File: config.mk
export PLATFORM = sky130hd
export DESIGN_NAME = pcie_rst_seq
export DESIGN_NICKNAME = d
export VERILOG_FILES = /design/src/rtl/pcie_rst_seq.sv
export SDC_FILE = /design/constraint.sdc
export NUM_CORES = 1
export LEC_CHECK = 0
export BUFFER_PORTS_ARGS = -buffer_cell sky130_fd_sc_hd__buf_4
export CORE_MARGIN = 8
export CORE_UTILIZATION = 30
export CTS_BUF_LIST = sky130_fd_sc_hd__clkbuf_2 sky130_fd_sc_hd__clkbuf_4 sky130_fd_sc_hd__clkbuf_8
export CTS_CLUSTER_SIZE = 24
export DETAILED_ROUTE_END_ITERATION = 16
export SYNTH_ARGS = -nofsm -noshare
export SYNTH_HDL_FRONTEND = slang
export SYNTH_SLANG_ARGS = --single-unit
File: constraint.sdc
create_clock -name pld_clk -period 2.5 [get_ports pld_clk]
set_clock_uncertainty 0.05 [all_clocks]
set_input_delay 0 -clock pld_clk [delete_from_list [all_inputs] [get_ports pld_clk]]
set_output_delay 0 -clock pld_clk [all_outputs]
set_load 0.1 [all_outputs]
File: src/rtl/pcie_rst_seq.sv
// pcie_rst_seq: holds the PCIe core in reset, releases it, then staggers the application resets.
// Optional simulation hold shortcut is compiled in only when PCIE_RST_SEQ_SIM_SHORTCUT_EN is defined.
module pcie_rst_seq #(
    parameter int         NUM_APP        = 4,
    parameter int         CNT_W          = 11,
    parameter int         HOLD_CYCLES    = 1024,
    parameter int         STAGGER        = 16,
    parameter int         SIM_HOLD       = 32,
    parameter logic [4:0] LTSSM_RST_CODE = 5'h10
) (
    input  logic               pld_clk,
    input  logic               any_rstn_rr,
    input  logic               dlup_exit,
    input  logic               hotrst_exit,
    input  logic               l2_exit,
    input  logic [4:0]         ltssm,
    input  logic               test_sim,
    output logic               srst,
    output logic               crst,
    output logic [NUM_APP-1:0] app_rstn,
    output logic [2:0]         seq_state,
    output logic [3:0]         rst_cause,
    output logic [7:0]         exit_cnt
);

    localparam int IDX_W = (NUM_APP > 1) ? $clog2(NUM_APP) : 1;

    typedef enum logic [2:0] {
        ST_HOLD     = 3'd0,
        ST_REL_CORE = 3'd1,
        ST_REL_APP  = 3'd2,
        ST_RUN      = 3'd3
    } state_t;

    logic               r_dlup_exit;
    logic               r_hotrst_exit;
    logic               r_l2_exit;
    logic [4:0]         r_ltssm;
    logic [3:0]         w_cause;
    logic               r_exit_evt;
    logic [3:0]         r_exit_cause;

    state_t             r_state;
    state_t             w_state_nxt;
    logic [CNT_W-1:0]   r_cnt;
    logic [CNT_W-1:0]   w_cnt_nxt;
    logic [CNT_W-1:0]   w_hold_last;
    logic [CNT_W-1:0]   w_stag_last;
    logic [IDX_W-1:0]   r_app_idx;
    logic [IDX_W-1:0]   w_idx_nxt;

    logic [3:0]         r_last_cause;
    logic [7:0]         r_evt_cnt;
    logic [NUM_APP-1:0] w_app_rel;

    logic               r_srst;
    logic               r_crst;
    logic [NUM_APP-1:0] r_app_rstn;
    logic [2:0]         r_seq_state;
    logic [3:0]         r_rst_cause;
    logic [7:0]         r_exit_cnt;

`ifdef PCIE_RST_SEQ_SIM_SHORTCUT_EN
    // test_sim is only consulted at the HOLD terminal compare, i.e. sampled while in HOLD.
    assign w_hold_last = test_sim ? CNT_W'(SIM_HOLD - 1) : CNT_W'(HOLD_CYCLES - 1);
`else
    logic w_unused_test_sim;
    assign w_unused_test_sim = test_sim;
    assign w_hold_last       = CNT_W'(HOLD_CYCLES - 1);
`endif

    assign w_stag_last = CNT_W'(STAGGER - 1);

    // Cause bits: bit0 dlup, bit1 hotrst, bit2 l2, bit3 ltssm reset code.
    assign w_cause = {(r_ltssm == LTSSM_RST_CODE), ~r_l2_exit, ~r_hotrst_exit, ~r_dlup_exit};

    // NOTE: sequential state uses non-blocking assignments so every register samples pre-edge values.
    always_ff @(posedge pld_clk or negedge any_rstn_rr) begin
        if (!any_rstn_rr) begin
            r_dlup_exit   <= 1'b1;
            r_hotrst_exit <= 1'b1;
            r_l2_exit     <= 1'b1;
            r_ltssm       <= 5'd0;
            r_exit_evt    <= 1'b0;
            r_exit_cause  <= 4'd0;
        end else begin
            r_dlup_exit   <= dlup_exit;
            r_hotrst_exit <= hotrst_exit;
            r_l2_exit     <= l2_exit;
            r_ltssm       <= ltssm;
            r_exit_evt    <= |w_cause;
            r_exit_cause  <= w_cause;
        end
    end

    always_ff @(posedge pld_clk or negedge any_rstn_rr) begin
        if (!any_rstn_rr) begin
            r_state   <= ST_HOLD;
            r_cnt     <= '0;
            r_app_idx <= '0;
        end else begin
            r_state   <= w_state_nxt;
            r_cnt     <= w_cnt_nxt;
            r_app_idx <= w_idx_nxt;
        end
    end

    // NOTE: every combinational output gets a default first so no path can infer a latch.
    always_comb begin
        w_state_nxt = r_state;
        w_cnt_nxt   = r_cnt;
        w_idx_nxt   = r_app_idx;
        if (r_exit_evt) begin
            w_state_nxt = ST_HOLD;
            w_cnt_nxt   = '0;
            w_idx_nxt   = '0;
        end else begin
            case (r_state)
                ST_HOLD: begin
                    if (r_cnt == w_hold_last) begin
                        w_state_nxt = ST_REL_CORE;
                        w_cnt_nxt   = '0;
                    end else begin
                        w_cnt_nxt = r_cnt + CNT_W'(1);
                    end
                end
                ST_REL_CORE: begin
                    w_state_nxt = ST_REL_APP;
                    w_cnt_nxt   = '0;
                    w_idx_nxt   = '0;
                end
                ST_REL_APP: begin
                    if (r_app_idx == IDX_W'(NUM_APP - 1)) begin
                        w_state_nxt = ST_RUN;
                        w_cnt_nxt   = '0;
                    end else if (r_cnt == w_stag_last) begin
                        w_idx_nxt = r_app_idx + IDX_W'(1);
                        w_cnt_nxt = '0;
                    end else begin
                        w_cnt_nxt = r_cnt + CNT_W'(1);
                    end
                end
                ST_RUN: begin
                    w_state_nxt = ST_RUN;
                end
                default: begin
                    w_state_nxt = ST_HOLD;
                    w_cnt_nxt   = '0;
                    w_idx_nxt   = '0;
                end
            endcase
        end
    end

    // Bit i is released once the stagger index has reached it; all bits stay released in RUN.
    always_comb begin
        w_app_rel = '0;
        for (int i = 0; i < NUM_APP; i++) begin
            w_app_rel[i] = (r_state == ST_RUN) ||
                           ((r_state == ST_REL_APP) && (IDX_W'(i) <= r_app_idx));
        end
    end

    always_ff @(posedge pld_clk or negedge any_rstn_rr) begin
        if (!any_rstn_rr) begin
            r_last_cause <= 4'd0;
            r_evt_cnt    <= 8'd0;
        end else if (r_exit_evt) begin
            r_last_cause <= r_exit_cause;
            if (r_evt_cnt != 8'hFF) begin
                r_evt_cnt <= r_evt_cnt + 8'd1;
            end
        end
    end

    always_ff @(posedge pld_clk or negedge any_rstn_rr) begin
        if (!any_rstn_rr) begin
            r_srst      <= 1'b1;
            r_crst      <= 1'b1;
            r_app_rstn  <= '0;
            r_seq_state <= ST_HOLD;
            r_rst_cause <= 4'd0;
            r_exit_cnt  <= 8'd0;
        end else begin
            r_srst      <= (r_state == ST_HOLD);
            r_crst      <= (r_state == ST_HOLD);
            r_app_rstn  <= w_app_rel;
            r_seq_state <= r_state;
            r_rst_cause <= r_last_cause;
            r_exit_cnt  <= r_evt_cnt;
        end
    end

    assign srst      = r_srst;
    assign crst      = r_crst;
    assign app_rstn  = r_app_rstn;
    assign seq_state = r_seq_state;
    assign rst_cause = r_rst_cause;
    assign exit_cnt  = r_exit_cnt;

endmodule

Word level (Yosys, flattened, before mapping):

Cells that the tools add are included.

* flip-flop bits (word level): 61
* input port bits: 11
* word-level logic and storage cells: 67

* $add $sub $neg: 3
* order comparisons: 4
* eq/ne operators: 14
* mux-type cells: 13
* bitwise logic cells: 3
* reduce and logical (&&, ||, !) cells: 14

Operators by type and width (number)
* $mux W11: 4
* $pmux W11 S3: 1
* $ne A3 B3 Y1 const B: 4
* $pmux W3 S4: 1
* $add A11 B1 Y11 const B: 1
* $eq A11 B10 Y1 const B: 1
* $eq A11 B4 Y1 const B: 1
* $mux W3: 3
* $add A8 B1 Y8 const B: 1
* $ne A8 B8 Y1 const B: 1
* $eq A3 B2 Y1 const B: 2
* $mux W2: 3
* $eq A5 B5 Y1 const B: 1
* $le A1 B2 Y1 const A: 2
* $le A2 B2 Y1 const A: 2
* $logic_and A1 B1 Y1: 4
* $logic_or A1 B1 Y1: 4
* $pmux W2 S2: 1
* $reduce_and A2 Y1: 2
* $reduce_or A4 Y1: 1
* $eq A3 B1 Y1 const B: 1
* $logic_not A3 Y1: 1
* $not A1 Y1: 3
* $reduce_and A3 Y1: 1
* other kinds (5): 5

Longest topological paths before layout:

Gate-level depths: netlist of the first run.

* depth in word-level cells: 5
* depth in mapped cells: 7
* depth with buffers taken out: 6

Worst setup path after synthesis of the first run:

Ideal clock, no wire load.

* kind: register to register
* start point: reg r_cnt[8]
* end point: reg r_cnt[8]
* arrival: 1.646 ns
* setup slack: 0.663 ns
* stages on the path, launching flop included: 6
* buffers on the path: 1
* clock period less this slack: 1.837 ns
* path through: dfrtp_1 -> or4_4 -> o31a_1 -> buf_6 -> o2111ai_1 -> o211ai_1

* longest elaborated chain between the ends: 5
* elaborated cells on any way between the ends: 8

Ends and longest elaborated chain
* start: declaration: line 45 `logic [CNT_W-1:0] r_cnt;`
* start signal: assignment: line 103 `r_cnt <= w_cnt_nxt;`
* $add A11 B1 Y11 / $eq A11 B4 Y1 (equally long branches): line 124, 140, 136
* $mux W11: line 136 `end else if (r_cnt == w_stag_last) begin`
* $mux W11: line 133 `if (r_app_idx == IDX_W'(NUM_APP - 1)) begin`
* $pmux W11 S3 (*): line 118 `case (r_state)`
* $mux W11 (*): line 113 `if (r_exit_evt) begin`

Mark *: on every way between the ends. The rest lies on a longest branch, timed or not.
A chain may end at the register's enable or synchronous reset.

Worst setup path in the final report of the first run:

* start point: reg r_state[0]
* end point: reg r_cnt[2]

* longest elaborated chain between the ends: 3
* elaborated cells on any way between the ends: 6

Ends and longest elaborated chain
* start: declaration: line 43 `state_t r_state;`
* start signal: assignment: line 102 `r_state <= w_state_nxt;`
* $eq A3 B2 Y1 / $logic_not A3 Y1 (equally long branches): line 118
* $pmux W11 S3: line 118
* $mux W11: line 113

Several ways; a longest one is shown, not always the timed one.

==> impl_metrics.toml, run 1 <==
[outcome]
outcome = "finished, final reports clean"

[timing]
max_freq_mhz = 462
period_share = 0.865
slew_headroom = 0.527
fin_crit_ps = 2160
worst_pin_slew_ps = 701
setup_viol = 0
final.setup.tns_ps = 0
hold_viol = 0
rsz0062_at_grt = "no"
final_max_slew_viol_count = 0

[cts]
clk_path_buf_depth = 2
clkTransAtPathRegs_ps = 60
clk_latency_ps = 330
htree_levels = 3
cts-root-buf = "clkbuf_8"
cts_resized = 0
numCtsBuffers = 9
cts.sinks = 59
cts_tree = "done"

[setup_path]
cp_max_fo = 12
cp_slowest_stage_delay_ps = 460
regToRegStartpoint = "r_state[0]"
end_kind = "flop"
cp-start-kind = "flop"
startpoint = "r_state[0]"
cp_data_arrival_time_ps = 2340
cp_cell_sequence = "inv_1 > ha_1 > nor2b_1 > o31a_1 > nor3_1 > nor4_1"
critPathTopFamily = "simple AND/OR/NAND/NOR gates"
critPathKind = "reg -> reg"
path_buf_inv = 1
cpMaxStageDelayCell = "o31a_1"
crit_required_ps = 2680

[logic_synthesis]
synth_top_flop_cell = "dfrtp_1"
synth_edf_count = 0
synth_top_area_frac = 0.575
synth.avg_cell_area_um2 = 11.9
ys_ff_latch = 59
synthSimpleGateAreaFrac = 0.143
yosysWarnings = 0
ys_seq_area_frac = 0.619
synth_top_family_by_area = "simple AND/OR/NAND/NOR gates"
synthAdderAreaFrac = 0.0470
syn_inst = 201
synthesis.nets = 221
synth_mux_area_frac = 0.0235
synth_xor_area_frac = 0.0329
syn_area_um2 = 2390
synth_top_area_cell = "dfrtp_1"
async_reset_ff_frac = 1.00
synth_compound_area_frac = 0.0972
synth_cell_type_count = 41
synthTopCellsByArea = "dfrtp_1 58%, ha_1 4.7%, dfstp_2 4.4%, nor3_1 2.7%, nand2_1 2.7%"

[floorplanning]
die_width_um = 105
start_util = 0.310
num_io_pins = 32
placementRows = 32
die_area_um2 = 11100
chipHeight_um = 105
coreArea_um2 = 7730

[grt]
grt_max_degree = 60
grt_pass1_wl_um = 7890
grt_usage = 0.0889
antenna_found_initial = 0
grt_overflow = 0
grt_pass1_vias = 1642

[final_layout]
design_area_um2 = 3060
nNetsFinal = 266
antenna_cells = 0
drive_gt1_frac = 0.239
syn2layout_area_growth_pct = 27.7

[run]
drv_cap = 0

[power_and_ir_drop]
pwr_density_cell_nw_per_um2 = 987
power.leakage_nw = 1.38
ir_worst_vdd_uv = 915

[route]
firstDrtPassIters = 4
first_iter_violations = 81
routed_wl_um = 4560
via_count = 1648
drc = 0
wire_per_inst_um = 12.9
ant_nets = 0
vias_per_cell = 4.67

[placed_design]
place_hpwl_um = 2990
gp_congestion = 0.778
placed_area_um2 = 2720
io_buffers = 29

[min_path]
hold_class = "in -> async"
-- layout make-up --
| class | count | area, um^2 |
|---|---|---|
| multi-input combinational | 123 | 826 |
| fill | 740 | 4670 |
| clock inverter | 5 | 100 |
| tap | 102 | 128 |
| clock buffer | 11 | 145 |
| sequential | 59 | 1480 |
| inverter | 12 | 45.0 |
| timing repair buffer | 41 | 330 |
-- synthesized netlist by cell type, types with 4 or more instances --
master and number:
a21oi_1 10, dfstp_2 4, inv_1 11, nand2_1 17, o22ai_1 4, o21ai_0 6
ha_1 9, clkbuf_1 4, dfrtp_1 55, xnor2_1 4, mux2_2 5, xor2_1 5
nor2_1 5, nor3_1 13, nand3_1 5
-- timing repair --
| item | in CTS | in global routing |
|---|---|---|
| hold endpoints to repair | 63 | 0 |
| buffers inserted | 0 | 0 |
| hold buffers | 9 | 0 |
-- state kept, by name, indices dropped and copies added, names as in the netlist, 4 cells and up --
register	flops
app_rstn	4
r_ltssm	5
exit_cnt	8
rst_cause	4
r_last_cause	4
r_exit_cause	4
r_evt_cnt	8
r_cnt	11
-- stage by stage --
| step | setup slack [ps] | hold WS [ps] | cells | utilization | total power, W |
|---|---|---|---|---|---|
| after global routing | 178 | 263 | 353 | 0.395 | 0.00315 |
| after detailed placement | 338 | 59.6 | 328 | 0.352 | 0.00198 |
| after CTS | 340 | 248 | 353 | 0.395 | 0.00306 |
| after global placement | 412 | 58.8 | 328 | 0.352 | 0.00197 |
| final | 337 | 221 | 353 | 0.395 | 0.00302 |
| after floorplan | 663 | -346 | 201 | - | 0.00179 |
-- power by group --
group          switching, W  internal (W)  leakage, nW
combinational      0.000591      0.000178        0.509
clock              0.000354      0.000697        0.127
sequential         0.000101       0.00110        0.745
total               0.00105       0.00197         1.38
-- cells in the final DEF (no fill, tap or decap), types with 3 or more instances in the layout --
cell	Yosys	final
dfrtp_1	55	55
buf_4	2	32
nand2_1	17	17
nor3_1	13	13
inv_1	11	11
a21oi_1	10	10
clkbuf_8	0	10
ha_1	9	9
dlygate4sd3_1	0	9
o21ai_0	6	6
nand3_1	5	5
nor2_1	5	5
xor2_1	5	5
mux2_2	5	5
o22ai_1	4	4
xnor2_1	4	4
dfstp_2	4	4
and2_1	3	3
nand4_1	3	3
and4_1	3	3
o211ai_1	3	3
bufinv_16	0	3
-- kinds of logic (layout without fill, tap and decap cells) --
family | after synthesis | count (layout)
XOR/XNOR | 9 | 9
buffers and inverters | 19 | 69
AND/OR/NAND/NOR | 64 | 64
AO/OA/AOI/OAI | 35 | 35
multiplexers | 5 | 5
flip-flops | 59 | 59
adder cells (fa/ha/maj) | 9 | 9
other | 1 | 1
-- routing by layer --
layer,vias to the layer above,global-route usage,part of all wire
met5,-,0,0
met1,803,0.0998,0.43
li1,803,-,-
met4,0,0.0499,0.018
met2,35,0.138,0.48
met3,7,0.0402,0.063
-- final timing paths --
path,endpoint,slack [ps],cells after the start
min in group pld_clk,r_ltssm[2],270,2
hold / removal,r_app_idx[1],220,2
setup / recovery,r_cnt[2],340,6
setup reg to reg,r_cnt[2],340,6
hold reg to reg,rst_cause[3],330,0
max in group asynchronous,r_cnt[0],1710,2
Power figures use the tool's default switching activity.
==> run 2, diff against run 1 <==
--- a/config.mk
+++ b/config.mk
@@ -6,6 +6,7 @@
 export NUM_CORES = 1
 export LEC_CHECK = 0
 export BUFFER_PORTS_ARGS = -buffer_cell sky130_fd_sc_hd__buf_4
+export CAP_MARGIN = 0
 export CORE_MARGIN = 8
 export CORE_UTILIZATION = 30
 export CTS_BUF_LIST = sky130_fd_sc_hd__clkbuf_2 sky130_fd_sc_hd__clkbuf_4 sky130_fd_sc_hd__clkbuf_8
==> constraint.sdc (replaced) <==
create_clock -name pld_clk -period 2.25 [get_ports pld_clk]
set_clock_uncertainty 0.05 [all_clocks]
set_input_delay 0 -clock pld_clk [delete_from_list [all_inputs] [get_ports pld_clk]]
set_output_delay 0 -clock pld_clk [all_outputs]
set_load 0.1 [all_outputs]
==> run 2 against run 1 <==
  * Non-clock buffer count is 4 higher
  * Power grew 5.7%
  * Worst setup slack lost 110 ps
  * Hold slack better by 1.7 ps
  * Combinational power is 13% higher
  * Count of clock-buffer cells in the layout grew 3
  * Via count up 0.85%
  * Sequential share of layout area grew 0.10 points
==> impl_metrics.toml, run 2 (same netlist as run 1, synthesis figures left out) <==
[outcome]
outcome = "finished, final reports clean"

[setup_path]
cp_slowest_stage_delay_ps = 560
cpMaxStageDelayCell = "or4_4"
cp_max_fo = 12
cp_data_arrival_time_ps = 2180
r2r.worst_path.cells = 4
end_kind = "flop"
cp-start-kind = "flop"
critPathKind = "reg -> reg"
crit_required_ps = 2410
cp_cell_sequence = "or4_4 > o31a_1 > nor3_1 > nor4_1"

[grt]
grtUsageMet1 = 0.110
grt_pass1_wl_um = 8120
antenna_found_initial = 0
use_met2 = 0.136
grt_max_degree = 60
grt_pass1_vias = 1673
top_usage_layer = "met2"
gr-usage-met3 = 0.0390
grt_usage = 0.0920
grt_overflow = 0

[route]
first_iter_violations = 85
drc = 0
via_count = 1662
firstDrtPassIters = 4
wire_per_inst_um = 12.8
routed_wl_um = 4580
vias_per_cell = 4.66
ant_nets = 0

[timing]
fin_crit_ps = 2020
max_freq_mhz = 494
setup_viol = 0
final.setup.tns_ps = 0
final_max_slew_viol_count = 0
period_share = 0.899
hold_viol = 0
slew_headroom = 0.520
rsz0062_at_grt = "no"
worst_pin_slew_ps = 720

[final_layout]
final_cell_mix = "55 x dfrtp_1, 36 x buf_4, 17 x nand2_1"
regMostFlops = "r_cnt"
largest_reg_flops = 11
design_area_um2 = 3050
antenna_cells = 0
nNetsFinal = 270
drive_gt1_frac = 0.251
layout_commonest_cell = "dfrtp_1"
syn2layout_area_growth_pct = 27.4

[cts]
clk_latency_ps = 330
htree_levels = 3
numCtsBuffers = 9
cts_resized = 0
clk_path_buf_depth = 2
cts_hold_buf = 9
clkTransAtPathRegs_ps = 60
cts_tree = "done"
cts-root-buf = "clkbuf_8"
cts_setup_buffers = 0
cts.sinks = 59

[floorplanning]
die_area_um2 = 11100
coreArea_um2 = 7730
placementRows = 32
die_width_um = 105
start_util = 0.310
num_io_pins = 32
chipHeight_um = 105

[placed_design]
place_hpwl_um = 3000
io_buffers = 29
gp_congestion = 0.795
placed_area_um2 = 2750

[power_and_ir_drop]
pwr_density_cell_nw_per_um2 = 1050
power.leakage_nw = 1.38
ir_worst_vdd_uv = 985

[min_path]
hold_class = "in -> async"

[run]
drv_cap = 0
## run 2: cell count changes in the layout (fill, tap and decap cells not counted), sizes merged
| cell | change |
|---|---|
| buf | +4 |
| clkbuf | +3 |
| bufinv | -2 |
| clkinv | -1 |
## run 2: routing by layer
layer | routed length [um] | up-vias | part of all wire
li1 | - | 811 | -
met1 | 2110 | 809 | 0.46
met2 | 2090 | 31 | 0.46
met3 | 253 | 11 | 0.055
met4 | 121 | 0 | 0.026
met5 | 0 | - | 0
## run 2: critical path: cells and delay by family, from the launching register on
kind	cells	cell delay, ps
and+or+nand+nor	3	1000
AOI/OAI and AO/OA	1	440
DFF	1	410
## run 2: final cells by class
cell class                      count  area, um^2
Sequential cell                    59        1480
Clock inverter                      2        35.0
Fill cell                         745        4680
Inverter                           12        45.0
Clock buffer                       14         174
Tap cell                          102         128
Multi-Input combinational cell    123         826
Timing Repair Buffer               45         360
## run 2: per-stage QoR
stage | cells | power, W | util | worst slack [ps] | hold WS (ps)
6_report | 357 | 0.00319 | 0.395 | 227 | 223
5_1_grt | 357 | 0.00334 | 0.395 | 59.0 | 250
4_1_cts | 357 | 0.00324 | 0.395 | 233 | 242
3_3_place_gp | 332 | 0.00220 | 0.356 | 231 | 59.4
3_5_place_dp | 332 | 0.00221 | 0.356 | 237 | 59.9
2_1_floorplan | 201 | 0.00199 | - | 413 | -346
## run 2: report_power, final
group	internal (W)	total, W	switching [W]
Clock	0.000608	0.000992	0.000384
Sequential	0.00122	0.00133	0.000111
Combinational	0.000206	0.000867	0.000661
## run 2: final timing paths
| path | slack, ps | start | to |
|---|---|---|---|
| max in group asynchronous | 1450 | any_rstn_rr | app_rstn[2] |
| min reg2reg | 320 | r_last_cause[2] | rst_cause[2] |
| min in group pld_clk | 270 | ltssm[3] | r_ltssm[3] |
| max reg2reg | 230 | r_cnt[7] | r_cnt[2] |
| min | 220 | any_rstn_rr | rst_cause[0] |
| max | 230 | r_cnt[7] | r_cnt[2] |
